$ cat config.mk
export PLATFORM = sky130hd
export DESIGN_NAME = div_iter
export DESIGN_NICKNAME = d
export VERILOG_FILES = /design/src/rtl/div_iter_pkg.sv /design/src/rtl/div_step.sv /design/src/rtl/div_iter.sv
export SDC_FILE = /design/constraint.sdc
export NUM_CORES = 1
export LEC_CHECK = 0
export CAP_MARGIN = 20
export CORE_ASPECT_RATIO = 2
export CORE_MARGIN = 2
export CORE_UTILIZATION = 40
export CTS_CLUSTER_DIAMETER = 80
export CTS_CLUSTER_SIZE = 30
export DETAILED_ROUTE_END_ITERATION = 10
export GPL_TIMING_DRIVEN = 0
export MAX_ROUTING_LAYER = met4
export SLEW_MARGIN = 5
export SYNTH_ARGS = -nofsm -noshare
export SYNTH_HDL_FRONTEND = slang
export SYNTH_SLANG_ARGS = --single-unit
$ cat constraint.sdc
create_clock -name clk_i -period 6.7 [get_ports clk_i]
set_input_delay 1.34 -clock clk_i [delete_from_list [all_inputs] [get_ports clk_i]]
set_output_delay 1.34 -clock clk_i [all_outputs]
set_load 0.02 [all_outputs]
$ cat src/rtl/div_iter_pkg.sv
// Shared definitions for the iterative divider: FSM state encodings and the default width.
package div_iter_pkg;

  localparam int unsigned XLEN_DEFAULT = 32;

  typedef enum logic [1:0] {
    DIV_IDLE = 2'd0,
    DIV_CALC = 2'd1,
    DIV_FIX  = 2'd2,
    DIV_DONE = 2'd3
  } div_state_e;

endpackage

$ cat src/rtl/div_step.sv
// One restoring-division step: shift in the next dividend bit, trial-subtract the divisor.
module div_step #(
  parameter int unsigned XLEN = 32
) (
  input  logic [XLEN-1:0] rem_i,
  input  logic            bit_i,
  input  logic [XLEN-1:0] divisor_i,
  output logic [XLEN-1:0] rem_o,
  output logic            q_bit_o
);

  logic [XLEN:0] shifted;
  logic [XLEN:0] trial;
  logic          borrow;

  assign shifted = {rem_i, bit_i};
  assign trial   = shifted - {1'b0, divisor_i};
  // rem_i < divisor_i always holds, so a non-negative trial stays below 2^XLEN and the
  // top bit of the XLEN+1-bit difference is exactly the borrow.
  assign borrow  = trial[XLEN];

  assign q_bit_o = ~borrow;
  assign rem_o   = borrow ? shifted[XLEN-1:0] : trial[XLEN-1:0];

endmodule

$ cat src/rtl/div_iter.sv
// Multi-cycle restoring divider (signed/unsigned) with start/ready input and valid/ready output
// handshakes; divide-by-zero and signed overflow complete early with RISC-V M results.
module div_iter
  import div_iter_pkg::*;
#(
  parameter int unsigned XLEN  = XLEN_DEFAULT,
  parameter int unsigned CNT_W = $clog2(XLEN + 1)
) (
  input  logic            clk_i,
  input  logic            rst_n,
  input  logic            flush_i,
  input  logic            start_i,
  input  logic            signed_i,
  input  logic [XLEN-1:0] dividend_i,
  input  logic [XLEN-1:0] divisor_i,
  output logic            ready_o,
  output logic            valid_o,
  input  logic            out_ready_i,
  output logic [XLEN-1:0] quot_o,
  output logic [XLEN-1:0] rem_o,
  output logic            busy_o
);

  div_state_e state_q, state_d;

  logic [XLEN-1:0]  prem_q;      // partial remainder
  logic [XLEN-1:0]  shreg_q;     // dividend bits out at the top, quotient bits in at the bottom
  logic [XLEN-1:0]  dvs_q;       // divisor magnitude
  logic [CNT_W-1:0] cnt_q;
  logic             is_signed_q;
  logic             sign_a_q;
  logic             sign_b_q;
  logic [XLEN-1:0]  quot_out_q;
  logic [XLEN-1:0]  rem_out_q;

  logic            accept;
  logic            div_zero;
  logic            overflow;
  logic [XLEN-1:0] mag_a;
  logic [XLEN-1:0] mag_b;
  logic [XLEN-1:0] step_rem;
  logic            step_q;
  logic            neg_quot;
  logic            neg_rem;

  assign accept   = start_i & (state_q == DIV_IDLE) & ~flush_i;
  assign div_zero = (divisor_i == '0);
  assign overflow = signed_i & (dividend_i == {1'b1, {(XLEN-1){1'b0}}}) & (&divisor_i);

  // The most negative value negates to itself, which read as unsigned is 2^(XLEN-1).
  assign mag_a = (signed_i & dividend_i[XLEN-1]) ? -dividend_i : dividend_i;
  assign mag_b = (signed_i & divisor_i[XLEN-1])  ? -divisor_i  : divisor_i;

  assign neg_quot = is_signed_q & (sign_a_q ^ sign_b_q);
  assign neg_rem  = is_signed_q & sign_a_q;

  div_step #(
    .XLEN(XLEN)
  ) u_step (
    .rem_i    (prem_q),
    .bit_i    (shreg_q[XLEN-1]),
    .divisor_i(dvs_q),
    .rem_o    (step_rem),
    .q_bit_o  (step_q)
  );

  always_comb begin
    state_d = state_q;
    unique case (state_q)
      DIV_IDLE: if (accept) state_d = (div_zero | overflow) ? DIV_DONE : DIV_CALC;
      DIV_CALC: if (cnt_q == CNT_W'(1)) state_d = DIV_FIX;
      DIV_FIX:  state_d = DIV_DONE;
      DIV_DONE: if (out_ready_i) state_d = DIV_IDLE;
      default:  state_d = DIV_IDLE;
    endcase
    if (flush_i) state_d = DIV_IDLE;
  end

  always_ff @(posedge clk_i) begin
    if (!rst_n) begin
      state_q     <= DIV_IDLE;
      prem_q      <= '0;
      shreg_q     <= '0;
      dvs_q       <= '0;
      cnt_q       <= '0;
      is_signed_q <= 1'b0;
      sign_a_q    <= 1'b0;
      sign_b_q    <= 1'b0;
      quot_out_q  <= '0;
      rem_out_q   <= '0;
    end else begin
      state_q <= state_d;
      if (accept) begin
        is_signed_q <= signed_i;
        sign_a_q    <= dividend_i[XLEN-1];
        sign_b_q    <= divisor_i[XLEN-1];
        prem_q      <= '0;
        shreg_q     <= mag_a;
        dvs_q       <= mag_b;
        cnt_q       <= CNT_W'(XLEN);
        if (div_zero) begin
          quot_out_q <= '1;
          rem_out_q  <= dividend_i;
        end else if (overflow) begin
          quot_out_q <= dividend_i;
          rem_out_q  <= '0;
        end
      end else if (!flush_i && state_q == DIV_CALC) begin
        prem_q  <= step_rem;
        shreg_q <= {shreg_q[XLEN-2:0], step_q};
        cnt_q   <= cnt_q - CNT_W'(1);
      end else if (!flush_i && state_q == DIV_FIX) begin
        quot_out_q <= neg_quot ? -shreg_q : shreg_q;
        rem_out_q  <= neg_rem ? -prem_q : prem_q;
      end
    end
  end

  assign ready_o = (state_q == DIV_IDLE);
  assign valid_o = (state_q == DIV_DONE);
  assign busy_o  = (state_q == DIV_CALC) | (state_q == DIV_FIX);
  assign quot_o  = quot_out_q;
  assign rem_o   = rem_out_q;

endmodule

==> flow_summary.yaml <==
grt:
  grt_pass1_vias: 12100
  globalRouteTotalUtil_pct: 28.7
  antenna_found_initial: 1
  grt_pass1_wl_mm: 68.6
  grt-ovfl-total: 0
  grt_max_degree: 17
cells_and_area:
  syn2layout_area_growth_pct: 19.4
  final_nets: 1833
  final_cell_count_no_fill: 2101
  post-route-util_pct: 48.2
  drive_gt1_share_pct: 4.97
sta:
  setup_viol: 0
  worstMarginPinSlew_ns: 1.32
  finalCritPeriodShare_pct: 78.1
  fmax_ghz: 0.191
  worst_hold_slack_ns: 0.486
  slew_headroom_pct: 11.1
  slew_violations: 0
  setup_tns_ns: 0
  hold_violations: 0
  min_period_ns: 5.23
  grt_setup_unrepaired: "false"
  skew_ns: 0.00968
die:
  initial_core_util_pct: 40.4
  core_area_mm2: 0.0300
  die_w_um: 127
  fp.dieH_um: 250
  ios: 137
  row_count: 90
  dieArea_mm2: 0.0317
power:
  leakagePower_nw: 6.01
  total_power_mw: 2.73
  cellPowerDensity_mw_per_mm2: 189
  vdd_drop_max_mv: 0.191
route:
  avgRoutedWirePerCell_um: 21.4
  vias: 12400
  totalWireLength_mm: 45.0
  drc: 0
  vias_per_cell: 5.90
  postRouteAntennaNets: 0
  first_iter_violations: 1038
  drtPass1Iterations: 5
run:
  drv_cap: 0
clock_network:
  post-cts-setup-buffers: 0
  clkTransAtPathRegs_ns: 0.07
  clockBufferDepth: 2
  cts_tree: "yes"
  cts_hold_buf: 0
  htreeDepth: 4
  clock-sinks: 171
  cts_root_buf: "clkbuf_16"
  numCtsBuffers: 17
  post_cts_resized: 0
  clk_latency_ns: 0.45
setup_path:
  crit_type: "in -> reg"
  worst_setup_path_start_kind: "input port"
  critPathMaxStageDelay_ns: 1.02
  slowest_stage: "nor4_1"
  crit_path_max_fanout: 10
  ff2ff_setup_slack_ns: 2.39
  cp-end-kind: "flip-flop"
  required_ns: 7.04
  critPathArrivalTime_ns: 5.58
  path_cells: "clkdlybuf4s50_1 -> or4_1 -> nor4_1 -> nand4_1 -> nor4_1 -> or2_4 -> nand2_2 -> nand2b_2 -> buf_6 -> buf_6 -> o211ai_2 -> o211a_1"
logic_synthesis:
  ys_warn_count: 0
  synth_edf_count: 0
  netlist-cell-type-count: 75
  syn_inst: 1567
  synth_nets: 1681
  async_reset_ff_share_pct: 0
  seq_area_frac_synth_pct: 28.3
  ys_seq_elements: 171
  synthFlopType: "dfxtp_1"
  postSynthAreaPerCell_um2: 7.72
  synthesis.area_mm2: 0.0121
place:
  place_inst: 2068
  hpwl_mm: 35.7
  gp_congestion: 0.912
  port_buffers: 133
hold_path:
  worstHoldPathType: "reg -> reg"
status:
  status: "finished, final reports clean"
[worst max-delay path: cells and delay by family]
family                 cells  cell delay [ns]
AO/OA/AOI/OAI              2             0.23
AND/OR/NAND/NOR            7             3.02
buffers and inverters      3             0.96
[where the power goes]
| part | switching (mW) | leakage (nW) | internal (mW) | total, mW |
|---|---|---|---|---|
| Combinational | 0.416 | 4.36 | 0.256 | 0.672 |
| Sequential | 0.0401 | 1.39 | 1.05 | 1.09 |
| Clock | 0.446 | 0.256 | 0.525 | 0.971 |
[layer usage]
layer	up-vias	share of wire (%)	GRT usage [%]	routed length [um]
met5	-	0	-	0
met4	0	4.1	12.4	1840
met3	94	5.3	4.61	2400
met2	456	48	46.7	21700
met1	5893	42	34.8	19000
li1	5952	-	-	-
[Yosys cell counts (all sizes together), types with 3 or more instances]
cell type | count | area [um^2]
nand2 | 218 | 821
a21boi | 16 | 120
nor3 | 38 | 201
a211oi | 22 | 165
o311ai | 3 | 26.3
o211ai | 22 | 170
nand2b | 11 | 71.3
nor4 | 19 | 176
or4 | 13 | 113
xor2 | 73 | 639
and3 | 10 | 62.6
inv | 66 | 248
o31ai | 24 | 180
nand4 | 14 | 87.6
a211o | 4 | 35.0
and2 | 16 | 100
clkbuf | 80 | 300
nand3b | 3 | 22.5
o21ai | 85 | 425
buf | 28 | 184
o311a | 5 | 50.1
nand3 | 41 | 205
a21oi | 142 | 711
o21a | 8 | 60.1
or3 | 5 | 31.3
mux2i | 21 | 210
ha | 43 | 538
a221oi | 3 | 26.3
dfxtp | 171 | 3420
o221a | 27 | 304
o41ai | 11 | 96.3
xnor2 | 67 | 587
o211a | 57 | 571
a22oi | 11 | 82.6
or2 | 4 | 27.5
nor2 | 108 | 405
and4 | 3 | 26.3
a21o | 19 | 143
a31oi | 23 | 144
nor2b | 7 | 43.8
nor3b | 6 | 56.3
[placed cells by master, fill, tap and decap left out, types with 9 or more instances in the layout]
| master | netlist | routed |
|---|---|---|
| nand2_1 | 217 | 217 |
| clkbuf_1 | 80 | 86 |
| a21oi_1 | 142 | 142 |
| or4_1 | 9 | 9 |
| a211oi_1 | 22 | 22 |
| a21o_1 | 19 | 19 |
| nand2b_1 | 10 | 10 |
| mux2i_1 | 21 | 21 |
| and3_1 | 10 | 10 |
| nand4_1 | 14 | 14 |
| buf_1 | 11 | 11 |
| nand3_1 | 41 | 41 |
| ha_1 | 43 | 43 |
| nor2_1 | 108 | 108 |
| nor4_1 | 14 | 14 |
| clkdlybuf4s50_1 | 0 | 133 |
| inv_1 | 66 | 66 |
| o21ai_1 | 16 | 16 |
| a22oi_1 | 11 | 11 |
| xnor2_1 | 67 | 67 |
| dfxtp_1 | 171 | 171 |
| o31ai_1 | 24 | 24 |
| o21ai_0 | 69 | 69 |
| o41ai_1 | 11 | 11 |
| a21boi_0 | 12 | 12 |
| a31oi_1 | 23 | 23 |
| o211a_1 | 57 | 57 |
| clkbuf_16 | 0 | 17 |
| and2_1 | 15 | 15 |
| o211ai_1 | 21 | 21 |
| nor3_1 | 37 | 37 |
| o221a_2 | 21 | 21 |
| xor2_1 | 73 | 73 |
[registers in the layout, indices dropped and copies added, names as in the netlist]
register / count
dvs_q: 32
prem_q: 32
quot_o: 32
rem_o: 32
shreg_q: 32
cnt_q: 6
state_q: 2
is_signed_q: 1
sign_a_q: 1
sign_b_q: 1
[logic make-up (layout without fill, tap and decap cells)]
logic type / Yosys count / count (layout) / share of synthesized area, %
other: 0 / 1 / 0
XOR/XNOR: 140 / 140 / 10.1
AO/OA/AOI/OAI: 493 / 493 / 28.1
buffers and inverters: 174 / 339 / 6.05
AND/OR/NAND/NOR: 523 / 523 / 20.9
multiplexers: 22 / 22 / 1.83
adder cells (fa/ha/maj): 44 / 44 / 4.61
flip-flops: 171 / 171 / 28.3
[per-stage QoR]
| stage | setup WS, ns | instance area [um^2] |
|---|---|---|
| floorplan | 2.99 | 12100 |
| global placement | 1.41 | 13900 |
| detailed placement | 1.39 | 13900 |
| CTS | 1.86 | 14400 |
| global route | 1.57 | 14400 |
| finish | 1.47 | 14400 |
[worst paths after layout]
check,cells after the start,endpoint,start
worst max-delay path,12,rem_o[0],dividend_i[24]
worst min-delay path,2,rem_o[2],rem_o[2]
worst max register to register,12,prem_q[18],shreg_q[31]
worst min register to register,2,rem_o[2],rem_o[2]
[final cells by class]
cell class              count  area (um^2)
diodes                      1         2.50
repair buffers            133         1330
multi-input cells        1222         7940
well taps                 368          460
fillers                  3006        15500
inverters                  66          248
flip-flops and latches    171         3420
clock inverters             8         87.6
plain buffers             108          484
clock buffers              24          462
(Power assumes the default switching activity.)
